$ cat src/rtl/intersection_scheduler_pkg.sv
// Shared definitions for the intersection phase scheduler.
//   - Lamp encodings for the 3-bit {red,yellow,green} lamp buses.
//   - Phase (state) codes, also exported on the debug phase output.
//   - A Moore decode from phase to lamp pattern.
package intersection_scheduler_pkg;

  localparam logic [2:0] LAMP_RED = 3'b100;
  localparam logic [2:0] LAMP_YEL = 3'b010;
  localparam logic [2:0] LAMP_GRN = 3'b001;

  typedef enum logic [2:0] {
    HWY_G  = 3'd0,
    HWY_Y  = 3'd1,
    AR_A   = 3'd2,
    SIDE_G = 3'd3,
    SIDE_Y = 3'd4,
    PED_W  = 3'd5,
    AR_B   = 3'd6
  } phase_e;

  typedef struct packed {
    logic [2:0] hwy;
    logic [2:0] side;
    logic       walk;
  } lamps_t;

  // Anything that is not an explicit green/yellow phase shows red on both
  // roads, so an unexpected code can never produce a conflicting green.
  function automatic lamps_t decode_lamps(phase_e s);
    lamps_t l;
    l.hwy  = LAMP_RED;
    l.side = LAMP_RED;
    l.walk = 1'b0;
    case (s)
      HWY_G:   l.hwy  = LAMP_GRN;
      HWY_Y:   l.hwy  = LAMP_YEL;
      SIDE_G:  l.side = LAMP_GRN;
      SIDE_Y:  l.side = LAMP_YEL;
      PED_W:   l.walk = 1'b1;
      default: ;
    endcase
    return l;
  endfunction

endpackage

$ cat src/rtl/intersection_scheduler_phase_timer.sv
// Phase timer: CW-bit cycle counter for the current phase.
// Ports:
//   clock, reset : clock and synchronous active-high reset (count -> 0)
//   clr_i        : clear to 0 (phase change), overrides increment
//   inc_i        : increment by one
//   sat_i        : hold the count once it equals limit_i
//   limit_i      : terminal count for the current phase
//   cnt_o        : current count
//   done_o       : cnt_o == limit_i
module intersection_scheduler_phase_timer #(
  parameter int CW = 5
) (
  input  logic          clock,
  input  logic          reset,
  input  logic          clr_i,
  input  logic          inc_i,
  input  logic          sat_i,
  input  logic [CW-1:0] limit_i,
  output logic [CW-1:0] cnt_o,
  output logic          done_o
);

  logic [CW-1:0] cnt_q, cnt_d;
  logic          at_limit;

  assign at_limit = (cnt_q == limit_i);

  always_comb begin
    cnt_d = cnt_q;
    if (clr_i) begin
      cnt_d = '0;
    end else if (inc_i && !(sat_i && at_limit)) begin
      cnt_d = cnt_q + 1'b1;
    end
  end

  always_ff @(posedge clock) begin
    if (reset) begin
      cnt_q <= '0;
    end else begin
      cnt_q <= cnt_d;
    end
  end

  assign cnt_o  = cnt_q;
  assign done_o = at_limit;

endmodule

$ cat src/rtl/intersection_scheduler.sv
// Intersection phase scheduler: highway default green, side-road car and
// pedestrian minor phases, with yellow and all-red clearance between greens.
// Ports:
//   clock, reset : clock and synchronous active-high reset
//   side_req     : side-road car present (level)
//   ped_req      : pedestrian button (pulse or level)
//   hwy          : highway lamps {red,yellow,green}
//   normal       : side-road lamps {red,yellow,green}
//   walk         : pedestrian walk lamp
//   phase        : current phase code (debug)
module intersection_scheduler
  import intersection_scheduler_pkg::*;
#(
  parameter int MIN_GREEN = 8,
  parameter int MAX_GREEN = 16,
  parameter int YELLOW    = 3,
  parameter int ALL_RED   = 2,
  parameter int WALK      = 6,
  parameter int CW        = 5
) (
  input  logic       clock,
  input  logic       reset,
  input  logic       side_req,
  input  logic       ped_req,
  output logic [2:0] hwy,
  output logic [2:0] normal,
  output logic       walk,
  output logic [2:0] phase
);

  // Terminal counts: a phase of duration D leaves on the edge where cnt == D-1.
  localparam logic [CW-1:0] MIN_LIM  = CW'(MIN_GREEN - 1);
  localparam logic [CW-1:0] MAX_LIM  = CW'(MAX_GREEN - 1);
  localparam logic [CW-1:0] YEL_LIM  = CW'(YELLOW - 1);
  localparam logic [CW-1:0] AR_LIM   = CW'(ALL_RED - 1);
  localparam logic [CW-1:0] WALK_LIM = CW'(WALK - 1);

  phase_e        state_q, state_d;
  logic          side_pend_q, side_pend_d;
  logic          ped_pend_q, ped_pend_d;
  logic          rr_q, rr_d;           // 0: side preferred, 1: pedestrian preferred
  logic [CW-1:0] cnt;
  logic [CW-1:0] limit;
  logic          done;
  logic          phase_change;
  logic          enter_side;
  logic          enter_ped;
  lamps_t        lamps;

  intersection_scheduler_phase_timer #(
    .CW (CW)
  ) u_timer (
    .clock   (clock),
    .reset   (reset),
    .clr_i   (phase_change),
    .inc_i   (1'b1),
    .sat_i   (state_q == HWY_G),   // highway green may hold indefinitely
    .limit_i (limit),
    .cnt_o   (cnt),
    .done_o  (done)
  );

  // Next-phase logic
  always_comb begin
    state_d = state_q;
    limit   = '0;
    case (state_q)
      HWY_G: begin
        limit = MIN_LIM;
        if (done && (side_pend_q || ped_pend_q)) state_d = HWY_Y;
      end
      HWY_Y: begin
        limit = YEL_LIM;
        if (done) state_d = AR_A;
      end
      AR_A: begin
        limit = AR_LIM;
        if (done) begin
          // Round-robin only matters when both minor requests are waiting.
          if (side_pend_q && (!ped_pend_q || !rr_q)) state_d = SIDE_G;
          else                                       state_d = PED_W;
        end
      end
      SIDE_G: begin
        // Timer limit is the max-green cutoff; the min-green gap-out is a
        // separate compare so a held request extends green up to MAX_GREEN.
        limit = MAX_LIM;
        if (done || ((cnt >= MIN_LIM) && !side_req)) state_d = SIDE_Y;
      end
      SIDE_Y: begin
        limit = YEL_LIM;
        if (done) state_d = AR_B;
      end
      PED_W: begin
        limit = WALK_LIM;
        if (done) state_d = AR_B;
      end
      AR_B: begin
        limit = AR_LIM;
        if (done) state_d = HWY_G;
      end
      default: begin
        state_d = HWY_G;
      end
    endcase
  end

  assign phase_change = (state_d != state_q);
  assign enter_side   = (state_d == SIDE_G) && (state_q != SIDE_G);
  assign enter_ped    = (state_d == PED_W) && (state_q != PED_W);

  // Pending requests: clearing on service entry takes priority over a new set.
  always_comb begin
    side_pend_d = side_pend_q;
    ped_pend_d  = ped_pend_q;
    rr_d        = rr_q;

    if (enter_side) begin
      side_pend_d = 1'b0;
    end else if (side_req && (state_q != SIDE_G) && (state_q != SIDE_Y)) begin
      side_pend_d = 1'b1;
    end

    if (enter_ped) begin
      ped_pend_d = 1'b0;
    end else if (ped_req && (state_q != PED_W)) begin
      ped_pend_d = 1'b1;
    end

    if (enter_side)     rr_d = 1'b1;
    else if (enter_ped) rr_d = 1'b0;
  end

  always_ff @(posedge clock) begin
    if (reset) begin
      state_q     <= HWY_G;
      side_pend_q <= 1'b0;
      ped_pend_q  <= 1'b0;
      rr_q        <= 1'b0;
    end else begin
      state_q     <= state_d;
      side_pend_q <= side_pend_d;
      ped_pend_q  <= ped_pend_d;
      rr_q        <= rr_d;
    end
  end

  // Moore outputs from the registered phase
  assign lamps  = decode_lamps(state_q);
  assign hwy    = lamps.hwy;
  assign normal = lamps.side;
  assign walk   = lamps.walk;
  assign phase  = state_q;

endmodule

$ cat config.mk
export PLATFORM = sky130hd
export DESIGN_NAME = intersection_scheduler
export DESIGN_NICKNAME = d
export VERILOG_FILES = /design/src/rtl/intersection_scheduler_pkg.sv /design/src/rtl/intersection_scheduler_phase_timer.sv /design/src/rtl/intersection_scheduler.sv
export SDC_FILE = /design/constraint.sdc
export NUM_CORES = 1
export LEC_CHECK = 0
export CAP_MARGIN = 5
export CELL_PAD_IN_SITES_DETAIL_PLACEMENT = 2
export CELL_PAD_IN_SITES_GLOBAL_PLACEMENT = 2
export CORE_ASPECT_RATIO = 0.5
export CORE_MARGIN = 8
export CORE_UTILIZATION = 32
export DETAILED_ROUTE_END_ITERATION = 8
export GPL_ROUTABILITY_DRIVEN = 1
export PLACE_DENSITY_LB_ADDON = 0.12
export SETUP_SLACK_MARGIN = 0.5
export SYNTH_ARGS = -nofsm -noshare
export SYNTH_HDL_FRONTEND = slang
export SYNTH_SLANG_ARGS = --single-unit
$ cat constraint.sdc
create_clock -name clock -period 5.3 [get_ports clock]
set_clock_uncertainty 0.1 [all_clocks]
set_input_delay 0.795 -clock clock [delete_from_list [all_inputs] [get_ports clock]]
set_output_delay 0.795 -clock clock [all_outputs]
set_load 0.005 [all_outputs]
==> results.txt <==
----------------------------------------------------
[Placement]
  Cell Count Post-Placement ... 149
  Area of placed instances ... 976 µm²
  HPWL Detailed ... 2.31 mm
  IO buf count ... 13
  Post-Place Worst Slack ... 2.50 ns
  Placer Congestion ... 0.817

[GRT]
  Pin count of the biggest net entering global routing ... 25
  First-pass GRT wire length ... 4.87 mm
  Remaining global-route overflow ... 0
  Initial antenna violation count ... 0
  Via count of the first global-routing pass ... 946
  Total global-route track usage ... 14.0%

[Timing]
  Setup slack after layout ... 2.24 ns
  Number of setup violations in the final report ... 0
  Setup repair after global routing missed its margin ... false
  Final Max Slew Viols ... 0
  Hold_ws ... 0.387 ns
  Part of the cycle the worst path needs ... 57.7%
  Least-Margin Pin Slew ... 0.756 ns
  Time the final worst path needs with I/O delays and setup ... 3.06 ns
  Worst slew margin relative to its limit ... 49.5%
  Hold Violations, Final ... 0
  Total Neg Setup Slack ... 0 ns
  Max Clk Rate ... 327 MHz

[Setup path]
  Critical path required time ... 4.41 ns
  Crit path max-delay cell type ... sky130_fd_sc_hd__dfxtp_1
  Cell type with the highest occurrence count on the critical path ... sky130_fd_sc_hd__nor2_1
  Critical Setup Path Class ... reg2out
  Nature of the critical path endpoint ... primary output
  Arrival time of data at the critical path endpoint ... 2.16 ns
  Maximum fanout along the worst path ... 24
  Number of cells on the worst reg-to-reg path ... 6
  Cell-by-cell trace of the critical path ... inv_1 > nor2_1 > nor2_1 > clkdlybuf4s50_1
  Critical path startpoint category ... register
  CP max stage delay ... 0.80 ns

[Detailed routing]
  Number of vias in the routed layout ... 874
  Vias per inst ... 5.71
  Number of antenna-violating nets in the routed design ... 0
  Detail-routed net length per standard cell ... 19.4 µm
  DRC errors left ... 0
  Initial DRC Count ... 14
  Total Wirelength ... 2.97 mm
  Iteration count of the initial detailed-routing pass ... 4

[Clocking]
  H-tree depth reported by CTS ... 1
  TritonCTS Buffers ... 3
  Clock insertion delay at the later pin of the skew report ... 0.24 ns
  Number of gates resized after cts ... 0
  Clock tree from TritonCTS ... built
  CTS clock-pin slew for the worst setup and hold paths ... 0.05 ns
  Maximum clock path buffer count ... 2
  Number of clock sinks seen by CTS ... 11
  Clk root buf ... sky130_fd_sc_hd__clkbuf_8
  Setup repair bufs after CTS ... 0
  CTS Hold Buffers Added ... 0

[Min path]
  Hold Path Cell Cnt ... 2
  Worst min-delay path class ... reg2reg

[Yosys]
  Netlist area before placement ... 851 µm²
  Synthesized area per cell ... 8.03 µm²
  Post-synth top area share ... 25.9%
  Main area contributors after synthesis ... sky130_fd_sc_hd__dfxtp_1, sky130_fd_sc_hd__a21oi_1, sky130_fd_sc_hd__nor3_1, sky130_fd_sc_hd__nor2_1, sky130_fd_sc_hd__buf_6
  Sequential element share of the synthesized area ... 25.9%
  Post-synthesis instance total ... 106
  Number of distinct library cells after synthesis ... 45
  Syn nets ... 111
  Number of flip-flops and latches in the synthesized netlist ... 11
  Leading area contributor after synthesis ... sky130_fd_sc_hd__dfxtp_1
  Yosys warns ... 0

[Power and ir drop]
  Power after layout ... 215 µW
  Cell leakage power ... 0.358 nW
  Power Dens Cells ... 211 mW/mm²
  Largest voltage drop on the vdd net ... 0.104 mV

[Final layout]
  Most common cell after layout, fill and taps aside ... sky130_fd_sc_hd__clkdlybuf4s50_1
  Fin area ... 0.00102 mm²
  Most used cells in the layout excluding fill and tap cells ... sky130_fd_sc_hd__clkdlybuf4s50_1, sky130_fd_sc_hd__dfxtp_1, sky130_fd_sc_hd__nor2_1, sky130_fd_sc_hd__nor3_1, sky130_fd_sc_hd__a21oi_1
  Filler cell count ... 290
  Layout Cells excl Fill ... 153
  Fraction of layout cells with a size suffix above 1 ... 12.1%
  Area growth from synthesis to layout ... 20.0%
  Layout Utilization ... 40.0%
  Nets ... 122
  Inserted Diodes ... 0

[Status]
  Status ... completed

[Floorplan]
  Die span in y ... 52.5 µm
  Top Ports ... 14
  Floorplan Core Area ... 0.00255 mm²
  Floorplan die area ... 0.00466 mm²
  # rows ... 13
  Initial standard-cell utilization of the core ... 33.3%
  Horizontal die dimension ... 88.9 µm

[Job]
  Number of max-cap violations ... 0

----------------------------------------------------
state kept, by name, summed over array words and instances (netlist names):
name	flops
side_pend_q	1
ped_pend_q	1
phase	3
rr_q	1
u_timer.cnt_o	5
cells in the mapped netlist, drive strengths merged:
cell type,instances
a2111oi,1
a211o,1
a211oi,1
a21bo,1
a21boi,1
a21oi,10
a22oi,2
a31oi,3
and2,2
and3,3
buf,5
clkbuf,2
dfxtp,11
ha,1
inv,5
mux2,1
nand2,9
nand2b,1
nand3,5
nand4,1
nand4b,1
nor2,9
nor2b,2
nor3,9
nor4,1
o2111ai,1
o211ai,4
o21a,1
o21ai,2
o311a,2
o311ai,1
o31ai,1
or3,2
or3b,1
xnor2,1
xor2,2
critical path: cells and delay by family, from the launching register on:
family / cells / cell delay (ns)
AND/OR/NAND/NOR: 2 / 0.34
buffers and inverters: 2 / 0.76
flip-flops: 1 / 0.80
cells by family (layout without fill, tap and decap cells):
logic type | after synthesis | after routing | synth area share [%]
buffers and inverters | 12 | 22 | 8.24
adders and majority gates | 1 | 1 | 1.47
muxes | 1 | 1 | 1.76
AOI/OAI and AO/OA | 32 | 32 | 31.0
xor gates and xnor gates | 3 | 3 | 3.09
and+or+nand+nor | 46 | 46 | 28.5
DFF | 11 | 11 | 25.9
report_power, final:
| part | switching, mW | internal [mW] |
|---|---|---|
| sequential | 0.00557 | 0.0864 |
| clock | 0.0334 | 0.0530 |
| combinational | 0.0228 | 0.0142 |
routing by layer:
| layer | vias up | part of all wire (%) | GRT usage [%] | wire (µm) |
|---|---|---|---|---|
| met5 | - | 0 | 0 | 0 |
| met4 | 0 | 0.51 | 4.16 | 15 |
| met3 | 2 | 4.4 | 4.53 | 131 |
| met2 | 10 | 49 | 23.9 | 1470 |
| met1 | 447 | 46 | 16.5 | 1350 |
| li1 | 415 | - | - | - |
final cells by class:
cell class,count,area (µm²),share of cell area [%]
Inverter,5,18.8,1.84
Multi-Input combinational cell,83,561,54.9
Tap cell,37,46.3,4.53
Sequential cell,11,220,21.6
Timing Repair Buffer,13,130,12.7
Clock buffer,4,45.0,4.41
worst paths after layout:
| kind | from | end | slack (ns) |
|---|---|---|---|
| hold / removal | rr_q$_SDFFE_PP0P_ | rr_q$_SDFFE_PP0P_ | 0.39 |
| hold reg to reg | rr_q$_SDFFE_PP0P_ | rr_q$_SDFFE_PP0P_ | 0.39 |
| setup reg to reg | phase[1]$_SDFF_PP0_ | u_timer.cnt_o[0]$_SDFFE_PP0N_ | 2.73 |
| setup / recovery | phase[1]$_SDFF_PP0_ | normal[2] | 2.24 |
No activity file was read; power rests on OpenSTA's default activity.
